### src/rtl/enigma_pkg.sv
// Shared ENIGMA551 definitions: alphabet size, letter type and rotor II wiring tables.
// Both the forward and the reverse rotor II stages take their tables from here.
package enigma_pkg;

    localparam int unsigned ALPHA    = 26;
    localparam int unsigned LETTER_W = 5;

    typedef logic [LETTER_W-1:0] letter_t;

    localparam letter_t ROTOR2_FWD [ALPHA] = '{
        5'd7,  5'd0,  5'd14, 5'd2,  5'd9,  5'd21, 5'd5,  5'd23, 5'd1,
        5'd19, 5'd11, 5'd4,  5'd24, 5'd22, 5'd25, 5'd13, 5'd8,  5'd6,
        5'd18, 5'd3,  5'd16, 5'd15, 5'd20, 5'd12, 5'd10, 5'd17
    };

    localparam letter_t ROTOR2_INV [ALPHA] = '{
        5'd1,  5'd8,  5'd3,  5'd19, 5'd11, 5'd6,  5'd17, 5'd0,  5'd16,
        5'd4,  5'd24, 5'd10, 5'd23, 5'd15, 5'd2,  5'd21, 5'd20, 5'd25,
        5'd18, 5'd9,  5'd22, 5'd5,  5'd13, 5'd7,  5'd12, 5'd14
    };

    function automatic logic letter_in_range(input letter_t x);
        return x < letter_t'(ALPHA);
    endfunction

    // Values 26..31 wrap once into the alphabet
    function automatic letter_t letter_fold(input letter_t x);
        letter_t r;
        r = x;
        if (!letter_in_range(x)) begin
            r = x - letter_t'(ALPHA);
        end
        return r;
    endfunction

    // (a - b) mod 26 for a, b in 0..25 using 5-bit wraparound plus one conditional add
    function automatic letter_t letter_sub(input letter_t a, input letter_t b);
        letter_t d;
        d = a - b;
        if (a < b) begin
            d = d + letter_t'(ALPHA);
        end
        return d;
    endfunction

    function automatic letter_t rotor2_fwd(input letter_t x);
        letter_t r;
        r = '0;
        if (letter_in_range(x)) begin
            r = ROTOR2_FWD[x];
        end
        return r;
    endfunction

endpackage

### src/rtl/rotor2_inv_lut.sv
// Combinational rotor II inverse wiring lookup; out-of-range letters map to 0.
module rotor2_inv_lut
    import enigma_pkg::*;
(
    input  letter_t i_letter,
    output letter_t o_letter
);

    always_comb begin
        o_letter = '0;
        if (letter_in_range(i_letter)) begin
            o_letter = ROTOR2_INV[i_letter];
        end
    end

endmodule

### src/rtl/rotor2_reverse.sv
// Rotor II return-path stage: inverse substitution through a 2-stage valid/ready pipeline
// with its own position register. Optional input range check via ROTOR2_REV_INPUT_CHECK_EN.
module rotor2_reverse
    import enigma_pkg::*;
#(
    parameter letter_t NOTCH = 5'd4
) (
    input  logic    clk,
    input  logic    rst_n,
    input  logic    pos_load,
    input  letter_t pos_value,
    input  logic    step,
    input  logic    in_valid,
    input  letter_t in_data,
    output logic    in_ready,
    output logic    out_valid,
    output letter_t out_data,
    input  logic    out_ready,
    output letter_t position,
    output logic    notch_out
`ifdef ROTOR2_REV_INPUT_CHECK_EN
    ,
    output logic    err
`endif
);

    logic    w_s2_load;
    logic    w_s1_load;
    logic    w_keep;
    letter_t w_lut_in;
    letter_t w_lut_out;
    letter_t w_diff;

    logic    r_s1_valid;
    letter_t r_s1_inv;
    letter_t r_s1_pos;
    logic    r_s2_valid;
    letter_t r_s2_data;
    letter_t r_position;
    logic    r_notch;

    // Each stage advances when it is empty or the stage after it is moving
    assign w_s2_load = !r_s2_valid || out_ready;
    assign w_s1_load = !r_s1_valid || w_s2_load;

`ifdef ROTOR2_REV_INPUT_CHECK_EN
    logic w_accept;
    logic w_in_bad;
    logic r_err;

    assign w_accept = in_valid && w_s1_load;
    assign w_in_bad = !letter_in_range(in_data);
    assign w_keep   = in_valid && !w_in_bad;
    assign w_lut_in = in_data;

    // Bad letters complete the handshake but never enter the pipeline
    always_ff @(posedge clk or negedge rst_n) begin
        if (!rst_n) begin
            r_err <= 1'b0;
        end else if (w_accept && w_in_bad) begin
            r_err <= 1'b1;
        end
    end

    assign err = r_err;
`else
    assign w_keep   = in_valid;
    assign w_lut_in = letter_fold(in_data);
`endif

    rotor2_inv_lut u_inv_lut (
        .i_letter (w_lut_in),
        .o_letter (w_lut_out)
    );

    // Stage 1: inverse-wired letter and the position it was accepted under
    always_ff @(posedge clk or negedge rst_n) begin
        if (!rst_n) begin
            r_s1_valid <= 1'b0;
            r_s1_inv   <= '0;
            r_s1_pos   <= '0;
        end else if (w_s1_load) begin
            r_s1_valid <= w_keep;
            if (w_keep) begin
                r_s1_inv <= w_lut_out;
                r_s1_pos <= r_position;
            end
        end
    end

    assign w_diff = letter_sub(r_s1_inv, r_s1_pos);

    // Stage 2: offset-corrected letter, drives the output port directly
    always_ff @(posedge clk or negedge rst_n) begin
        if (!rst_n) begin
            r_s2_valid <= 1'b0;
            r_s2_data  <= '0;
        end else if (w_s2_load) begin
            r_s2_valid <= r_s1_valid;
            if (r_s1_valid) begin
                r_s2_data <= w_diff;
            end
        end
    end

    // Position register: load beats step, notch pulses when a step leaves NOTCH
    always_ff @(posedge clk or negedge rst_n) begin
        if (!rst_n) begin
            r_position <= '0;
            r_notch    <= 1'b0;
        end else begin
            r_notch <= step && !pos_load && (r_position == NOTCH);
            if (pos_load) begin
                r_position <= letter_in_range(pos_value) ? pos_value : letter_t'(0);
            end else if (step) begin
                if (r_position == letter_t'(ALPHA - 1)) begin
                    r_position <= '0;
                end else begin
                    r_position <= r_position + letter_t'(1);
                end
            end
        end
    end

    assign in_ready  = w_s1_load;
    assign out_valid = r_s2_valid;
    assign out_data  = r_s2_data;
    assign position  = r_position;
    assign notch_out = r_notch;

endmodule

### config.mk
export PLATFORM = sky130hd
export DESIGN_NAME = rotor2_reverse
export DESIGN_NICKNAME = d
export VERILOG_FILES = /design/src/rtl/enigma_pkg.sv /design/src/rtl/rotor2_inv_lut.sv /design/src/rtl/rotor2_reverse.sv
export SDC_FILE = /design/constraint.sdc
export NUM_CORES = 1
export LEC_CHECK = 0
export ABC_AREA = 1
export BUFFER_PORTS_ARGS = -buffer_cell sky130_fd_sc_hd__buf_2
export CAP_MARGIN = 10
export CORE_MARGIN = 2
export CORE_UTILIZATION = 50
export DETAILED_ROUTE_END_ITERATION = 12
export PLACE_DENSITY = 0.79
export SYNTH_ARGS = -nofsm -noshare
export SYNTH_HDL_FRONTEND = slang
export SYNTH_HIERARCHICAL = 1
export SYNTH_SLANG_ARGS = --single-unit
### constraint.sdc
create_clock -name clk -period 1.65 [get_ports clk]
set_input_delay 0.2475 -clock clk [delete_from_list [all_inputs] [get_ports clk]]
set_output_delay 0.2475 -clock clk [all_outputs]
set_load 0.05 [all_outputs]
==> impl_metrics.ini, run 1 <==
[status]
outcome = finished with violations
violations = negative setup slack

[global_route]
first_global_vias = 1594
maximum_number_of_pins_on_one_net_before_global_route_repair = 24
antenna_violations_before_repair = 0
grt_first_pass_wirelength_mm = 6.67
grt.total_usage_pct = 20.3
grt_overflow_total = 0

[power]
switching_share_pct = 48.1
int_power_mw = 1.65
p_sw_mw = 1.53
power.density_nw_per_um2 = 1230
leakage_component_of_the_power_nw = 1.31
comb_power_share_pct = 66.2
share_seq_of_total_power_pct = 25.5
clkPwrFrac_pct = 8.3
power.ir.vdd_worst_v = 0.000815
p_total_mw = 3.19

[synthesis]
yosys.area_share.simple_pct = 27.9
netlist_instances = 241
ys_seq_area_share_pct = 32.1
yosys_register_bits = 23
synthTopCellsByCount = nand2_1 (59), inv_1 (34), dfrtp_1 (23), nand3_1 (23), ha_1 (19)
main_combinational_cell_family_by_area_after_synthesis = simple AND/OR/NAND/NOR gates
post_synth_instance_area_um2 = 1800
syn_area_per_cell_um2 = 7.45
synthesis.yosys.warnings = 6
synth_area_in_xor_xnor_pct = 2.93
predominant_post_synthesis_flop_cell = dfrtp_1
synth-compound-area-share_pct = 10.5
synth_most_common_cell = nand2_1
synthDominantCellAreaShare_pct = 32.1
synth.top_cells.by_area = dfrtp_1 (32%), ha_1 (13%), nand2_1 (12%)
post_synth_fa_ha_maj_area_fraction_pct = 14.4
synth_async_sr_flop_share_pct = 100
synth_enable_flop_cells = 0
synth_largest_area_cell = dfrtp_1
share_of_cell_area_taken_by_muxes_after_synthesis_pct = 1.88
synth.lib_cells_used.distinct = 32
postSynthNetCount = 277

[layout]
final_layout_size_suffix_gt1_share_pct = 44.1
post-route-cell-area_um2 = 2590
area_growth_from_synthesis_to_layout_pct = 44.5
num_antenna_cells = 0
final_nets = 341

[timing]
final.setup.worst_slack_ns = -0.0817
unrepaired_setup_endpoints_after_global_routing = true
maximum_operating_frequency_ghz = 0.577
timing.final.hold_violations = 0
finalMaxSlewViolations = 0
finalHoldWorstSlack_ns = 0.150
worst-slew-pin-transition_ns = 0.545
timing.slew.headroom_pct = 63.5
setup-tns-final_ns = -0.478
finalSetupViolCount = 7
worst_clock_skew_ns = 0.00296
min_period_ns = 1.73
post-route-period-util_pct = 105

[placed_design]
place.port_buffers = 28
hpwl_mm = 3.05
globalplace.congestion = 0.910
post_placement_cell_area_um2 = 2280
pre_cts_ws_ns = -0.390

[critical_path]
worst_path_max_delay_cell = xor2_2
path_class = in2reg
timing.critical_path.max_delay_family = simple AND/OR/NAND/NOR gates
crit_path_start_kind = primary input
required_ns = 1.87
critical_path.startpoint = in_data[2]
cp_data_arrival_time_ns = 1.95
critical_register_to_register_path_startpoint = r_s1_pos[0]$_DFFE_PN0P_
setup.worst_path.end_class = flop
path_buf_inv = 4
worst-path-max-fanout = 5
critical_path.cell_chain = buf_12, inv_12, ha_4, nor3_4, xor2_2, inv_4, ha_4, inv_2, nand2_2, nand3_2, nand3_2, nand2_1, mux2_4
critPathMaxStageDelay_ns = 0.29

[floorplanning]
io_pins = 29
floorplan.initialDensity_pct = 53.0
chipHeight_um = 63.9
core_um2 = 3390
floorplan.die_area_um2 = 4090
rows = 21
die_width_um = 63.9

[drt]
post_drt_antenna_nets = 0
drt-pass1-iter-count = 4
vias = 1793
vias_per_std_cell = 5.12
drt_drc_violations_left = 0
drt-initial-drc-count = 89
totalWireLength_mm = 4.48
wl_per_cell_um = 12.8

[worst_hold_path]
worst_hold_startpoint = pos_value[0]
holdCritPathClass = in2reg

[cts]
tritoncts.num_buffers = 3
cts_tree = built
clkLatencyLatePin_ns = 0.31
clk_transition_reported_paths_ns = 0.13
cts_buffer_depth = 2
cts_num_sinks = 23
clk_root_buffer_cell = clkbuf_4
htree_num_levels = 1

[run]
maxCapViolations = 0
-- tightest hold or removal path, delay by kind of cell --
| family | cells | cell delay (ns) |
|---|---|---|
| buffers and inverters | 1 | 0.07 |
| AO/OA/AOI/OAI | 1 | 0.07 |
| AND/OR/NAND/NOR | 1 | 0.04 |
-- final timing paths --
path	end	slack [ns]	depth (start not counted)
setup / recovery	r_s1_inv[4]$_DFFE_PN0P_	-0.08	13
hold / removal	position[0]$_DFFE_PN0P_	0.15	3
setup reg to reg	out_data[4]$_DFFE_PN0P_	-0.08	9
hold reg to reg	out_data[4]$_DFFE_PN0P_	0.49	2
max in group asynchronous	r_s1_inv[2]$_DFFE_PN0P_	0.90	2
min in group asynchronous	out_data[0]$_DFFE_PN0P_	0.42	2
-- metrics by stage --
step	util, %	instances
after floorplan	-	241
after global placement	67.2	337
after detailed placement	67.2	337
after CTS	71.4	343
after global routing	76.5	350
final	76.5	350
-- registers in the layout, summed over array words and instances (netlist names) --
register,count
notch_out,1
out_data,5
out_valid,1
position,5
r_s1_inv,5
r_s1_pos,5
r_s1_valid,1
-- power groups by stage --
| stage | combinational, mW | sequential [mW] | clock, mW |
|---|---|---|---|
| floorplan | 0.985 | 1.10 | 0 |
| global placement | 1.69 | 0.813 | 0 |
| detailed placement | 1.75 | 0.817 | 0 |
| CTS | 1.81 | 0.806 | 0.271 |
| global route | 2.30 | 0.831 | 0.305 |
| finish | 2.11 | 0.812 | 0.266 |
-- metal layers --
layer / GRT usage (%) / share of wire, % / vias up
met5: 0 / 0 / -
met4: 2.99 / 0.27 / 0
met3: 3.87 / 4.0 / 4
met2: 33.9 / 50 / 44
met1: 28.0 / 46 / 843
li1: - / - / 902
-- kinds of logic (layout without fill, tap and decap cells) --
family | count (synthesis) | count (layout)
and+or+nand+nor | 111 | 111
AOI/OAI and AO/OA | 33 | 33
xor gates and xnor gates | 6 | 6
DFF | 23 | 23
buffers and inverters | 45 | 108
adders and majority gates | 20 | 20
muxes | 3 | 3
-- timing repair --
action | in CTS | in global routing
pin swaps | 10 | 15
setup buffers | 1 | 7
hold buffers | 1 | 0
endpoints found under the hold margin | 23 | 0
gates resized for setup | 24 | 27
endpoints found under the setup margin | 8 | 9
-- layout by cell type (no fill, tap or decap), drive strengths merged, types with 2 or more instances in the layout --
cell,netlist,routed
clkbuf,0,3
mux2,3,3
inv,40,40
a31oi,2,2
buf,2,60
a22oi,2,2
clkinv,2,2
o211ai,2,2
nor3,3,3
nand3,23,23
o21ai,14,14
a21oi,11,11
xor2,5,5
nand4,2,2
nor2,17,17
dfrtp,23,23
ha,19,19
nand2,65,65
-- final cells by class --
| cell class | instances | area [µm²] |
|---|---|---|
| inverters | 43 | 198 |
| repair buffers | 61 | 419 |
| clock inverters | 1 | 7.51 |
| clock buffers | 3 | 22.5 |
| fillers | 226 | 796 |
| well taps | 46 | 57.6 |
| flip-flops and latches | 23 | 576 |
| multi-input cells | 173 | 1310 |
No activity file was read; power rests on OpenSTA's default activity.
==> inputs of run 2 (changes only) <==
- PLACE_DENSITY: 0.79 -> 0.73
==> run 2 against run 1 <==
Power fell by 2.1%. The flow still finishes with violations (negative setup slack). Core utilization shrank 2.1 points. Global-route usage rose by 1.2 points. Sequential cell count unchanged.
==> impl_metrics.ini, run 2 (same netlist as run 1, synthesis figures left out) <==
[status]
outcome = finished with violations
violations = negative setup slack

[layout]
layout_commonest_cell = nand2_1
multi_input_comb_area_um2 = 1280
final_nets = 337
layout_common_cells = nand2_1 (55), buf_4 (28), inv_1 (27)
area_growth_from_synthesis_to_layout_pct = 40.6
fillCellCount = 246
num_antenna_cells = 0
ff_latch_area_um2 = 576
final_layout_size_suffix_gt1_share_pct = 40.3

[timing]
final.setup.worst_slack_ns = -0.0701
maximum_operating_frequency_ghz = 0.581
timing.final.hold_violations = 0
unrepaired_setup_endpoints_after_global_routing = true
min_period_ns = 1.72
finalSetupViolCount = 5
timing.slew.headroom_pct = 63.0
worst_clock_skew_ns = 0.00592
finalHoldWorstSlack_ns = 0.150
finalMaxSlewViolations = 0
worst-slew-pin-transition_ns = 0.552
setup-tns-final_ns = -0.266
post-route-period-util_pct = 104

[floorplanning]
die_width_um = 63.9
rows = 21
floorplan.die_area_um2 = 4090
io_pins = 29
chipHeight_um = 63.9
core_um2 = 3390
floorplan.initialDensity_pct = 53.0

[critical_path]
setup.worst_path.end_class = flop
worst-path-max-fanout = 3
cp_data_arrival_time_ns = 1.99
required_ns = 1.92
path_class = reg2reg
crit_path_start_kind = flop

[global_route]
grt_first_pass_wirelength_mm = 7.04
grt_overflow_total = 0
first_global_vias = 1642
grt.total_usage_pct = 21.5
maximum_number_of_pins_on_one_net_before_global_route_repair = 24
antenna_violations_before_repair = 0

[placed_design]
hpwl_mm = 3.08
pre_cts_ws_ns = -0.488
globalplace.congestion = 0.906
place.port_buffers = 28

[cts]
clkLatencyLatePin_ns = 0.32
cts_num_sinks = 23
cts_tree = built
tritoncts.num_buffers = 3
htree_num_levels = 1
cts_buffer_depth = 2
clk_root_buffer_cell = clkbuf_4
clk_transition_reported_paths_ns = 0.14

[power]
leakage_component_of_the_power_nw = 1.27
clkPwrFrac_pct = 8.8
power.density_nw_per_um2 = 1240
p_sw_mw = 1.49
switching_share_pct = 47.9
power.ir.vdd_worst_v = 0.000800
comb_power_share_pct = 65.0
share_seq_of_total_power_pct = 26.2
int_power_mw = 1.63

[drt]
post_drt_antenna_nets = 0
vias_per_std_cell = 4.98
wl_per_cell_um = 11.6
totalWireLength_mm = 4.02
drt_drc_violations_left = 0
vias = 1722
drt-pass1-iter-count = 4
drt-initial-drc-count = 77

[run]
maxCapViolations = 0

[worst_hold_path]
holdCritPathClass = in2reg
run 2: cell types whose count changed in the layout (fill, tap and decap cells not counted), moves of 2 or more:
cell,delta
nand2_1,+4
buf_4,-3
nand2_2,-3
nor2_2,-3
inv_2,+2
nand3_1,+2
nand3_2,-2
nor2_1,+2
run 2: final timing paths:
kind / from / to / slack [ns] / depth (start not counted)
worst min register to register: out_data[3]$_DFFE_PN0P_ / out_data[3]$_DFFE_PN0P_ / 0.49 / 2
worst min-delay path: pos_value[0] / position[0]$_DFFE_PN0P_ / 0.15 / 3
max in group asynchronous: rst_n / r_s1_pos[3]$_DFFE_PN0P_ / 0.90 / 2
min in group asynchronous: rst_n / out_data[4]$_DFFE_PN0P_ / 0.41 / 2
worst max register to register: r_s1_pos[0]$_DFFE_PN0P_ / out_data[3]$_DFFE_PN0P_ / -0.07 / 7
worst max-delay path: r_s1_pos[0]$_DFFE_PN0P_ / out_data[3]$_DFFE_PN0P_ / -0.07 / 7
run 2: per-layer routing:
layer	wire, µm	global-route usage [%]	up-vias
li1	-	-	889
met1	1820	28.3	793
met2	2020	38.3	40
met3	172	3.52	0
met4	0	1.90	0
met5	0	0	-
run 2: worst max-delay path, cell delays in order (launching register included):
cell     delay (ns)
dfrtp_1        0.43
ha_4           0.18
fa_2           0.54
inv_2          0.06
ha_4           0.16
o21ai_1        0.15
nand3_1        0.08
nand2_1        0.06
run 2: through the flow:
step,power [mW],cell area [µm²],util (%),std cells
floorplan,2.09,1910,-,241
global placement,2.49,2260,66.8,335
detailed placement,2.53,2260,66.8,335
CTS,2.97,2430,71.6,345
global route,3.38,2520,74.5,346
finish,3.12,2520,74.5,346
run 2: cell type report:
cell class / count / area share, %
flip-flops and latches: 23 / 22.8
inverters: 43 / 7.73
multi-input cells: 173 / 50.7
repair buffers: 57 / 15.3
well taps: 46 / 2.28
clock buffers: 3 / 0.892
clock inverters: 1 / 0.297
run 2: repair_timing:
action	4_1_cts	5_1_grt
endpoints found under the hold margin	23	0
gates resized for setup	22	17
setup endpoints to repair	8	9
buffers inserted	5	1
pin swaps	6	16
hold buffers	1	0
run 2: power by group through the flow:
| stage | Clock (mW) | Sequential [mW] | Combinational, mW |
|---|---|---|---|
| CTS | 0.280 | 0.810 | 1.88 |
| detailed placement | 0 | 0.824 | 1.71 |
| global placement | 0 | 0.816 | 1.67 |
| global route | 0.301 | 0.839 | 2.24 |
| finish | 0.273 | 0.818 | 2.03 |
| floorplan | 0 | 1.10 | 0.985 |
==> inputs of run 3 (changes only) <==
- CAP_MARGIN: 10 -> not set
- SKIP_CTS_REPAIR_TIMING: not set -> 1
- SLEW_MARGIN: not set -> 20
==> run 3 against run 2 <==
The run still ends with negative setup slack left. Routed wire length is 3.0% lower. Highest routed layer unchanged. Final cell count is 1.2% lower. Global-route usage is 0.88 points lower. Die area stayed put. Power is 3.2% lower. Sequential cell count stayed put. Sequential share of layout area is 0.80 points higher. Critical path type is now in2reg. Register-to-register slack hardly changed. Setup slack worse by 0.018 ns. Maximum frequency is 1.1% lower. Combinational power is 5% lower.
==> impl_metrics.ini, run 3 (same netlist as run 1, synthesis figures left out) <==
[timing]
timing.final.hold_violations = 0
maximum_operating_frequency_ghz = 0.575
final.setup.worst_slack_ns = -0.0885
post-route-period-util_pct = 105
min_period_ns = 1.74
unrepaired_setup_endpoints_after_global_routing = true
worst_clock_skew_ns = 0.00905
finalSetupViolCount = 6
finalMaxSlewViolations = 0
timing.slew.headroom_pct = 65.7
worst-slew-pin-transition_ns = 0.512

[power]
power.ir.vdd_worst_v = 0.000797
power.density_nw_per_um2 = 1240
leakage_component_of_the_power_nw = 1.24
p_total_mw = 3.02

[global_route]
antenna_violations_before_repair = 0
grt_overflow_total = 0
grt.total_usage_pct = 20.6
grt_first_pass_wirelength_mm = 6.86
maximum_number_of_pins_on_one_net_before_global_route_repair = 24
first_global_vias = 1587

[floorplanning]
floorplan.initialDensity_pct = 53.0
core_um2 = 3390
chipHeight_um = 63.9
floorplan.die_area_um2 = 4090
io_pins = 29
rows = 21
die_width_um = 63.9

[layout]
area_growth_from_synthesis_to_layout_pct = 35.8
finish.utilization_pct = 71.9
layout_commonest_cell = nand2_1
num_antenna_cells = 0
fillCellCount = 259
ff_latch_area_um2 = 576
layout_common_cells = nand2_1 (55), inv_1 (27), buf_2 (26)
final_nets = 333
final_layout_size_suffix_gt1_share_pct = 36.8
multi_input_comb_area_um2 = 1220

[placed_design]
place.port_buffers = 28
hpwl_mm = 3.08
globalplace.congestion = 0.906

[worst_hold_path]
worstHoldPathCells = 3
holdCritPathClass = in2reg

[critical_path]
timing.critical_path.max_delay_family = simple AND/OR/NAND/NOR gates
r2r.worst_path.cells = 6
crit_path_start_kind = primary input
worst_path_max_delay_cell = ha_4
required_ns = 1.88
critical_path.cell_chain = buf_12, inv_12, ha_4, nor3_4, xor2_2, inv_2, ha_4, inv_2, nand2_2, nand3_2, nand3_2, nand2_1, mux2_4
path_buf_inv = 4
worst-path-max-fanout = 5
path_class = in2reg
critPathMaxStageDelay_ns = 0.28
critical_path_depth = 13
setup.worst_path.end_class = flop
cp_data_arrival_time_ns = 1.96

[status]
violations = negative setup slack
outcome = finished with violations

[cts]
cts_buffer_depth = 2
htree_num_levels = 1
clk_root_buffer_cell = clkbuf_4
tritoncts.num_buffers = 3
cts_tree = built
clk_transition_reported_paths_ns = 0.14
clkLatencyLatePin_ns = 0.32
cts_num_sinks = 23

[drt]
drt_drc_violations_left = 0
drt-initial-drc-count = 31
drt-pass1-iter-count = 4
post_drt_antenna_nets = 0
wl_per_cell_um = 11.4
vias_per_std_cell = 4.89
vias = 1671
totalWireLength_mm = 3.90

[run]
maxCapViolations = 0
[run 3: cell type report]
type | count | area share, %
clock inverter | 1 | 0.308
inverter | 43 | 8.00
clock buffer | 3 | 0.924
timing repair buffer | 53 | 14.6
sequential | 23 | 23.6
multi-input combinational | 173 | 50.2
tap | 46 | 2.36
[run 3: power by group]
part | total (mW) | internal, mW | switching (mW) | leakage, nW
Clock | 0.274 | 0.0926 | 0.181 | 0.0139
Combinational | 1.93 | 0.769 | 1.16 | 0.952
Sequential | 0.815 | 0.705 | 0.110 | 0.279
[run 3: layer usage]
layer	global-route usage, %	vias up	wire, µm
met5	0	-	0
met1	28.5	765	1830
li1	-	880	-
met4	1.63	0	0
met2	35.4	26	1940
met3	3.17	0	126
[run 3: path summary, 6_finish.rpt]
kind                                         start                 endpoint  slack (ns)
hold reg to reg            out_data[3]$_DFFE_PN0P_  out_data[3]$_DFFE_PN0P_        0.49
min in group asynchronous                    rst_n  out_data[4]$_DFFE_PN0P_        0.40
setup reg to reg           r_s1_pos[0]$_DFFE_PN0P_  out_data[2]$_DFFE_PN0P_       -0.07
max in group asynchronous                    rst_n  r_s1_pos[4]$_DFFE_PN0P_        0.89
hold / removal                        pos_value[0]  position[0]$_DFFE_PN0P_        0.15
setup / recovery                        in_data[2]  r_s1_inv[4]$_DFFE_PN0P_       -0.09
[run 3: through the flow]
| stage | area (µm²) | setup TNS [ns] | instances | hold WS, ns | setup slack (ns) |
|---|---|---|---|---|---|
| after detailed placement | 2260 | -2.42 | 335 | 0.244 | -0.488 |
| after floorplan | 1910 | -0.724 | 241 | -0.0481 | -0.220 |
| after global routing | 2440 | -1.06 | 342 | 0.147 | -0.194 |
| final | 2440 | -0.368 | 342 | 0.151 | -0.0885 |
| after CTS | 2290 | -0.757 | 339 | -0.114 | -0.136 |
| after global placement | 2260 | -1.93 | 335 | 0.245 | -0.408 |
[run 3: worst reg2reg max path: cells and delay by family (launching register included)]
family,cells,cell delay (ns)
flops,1,0.44
compound gates,2,0.17
xor+xnor,1,0.22
fa+ha+maj,3,0.80
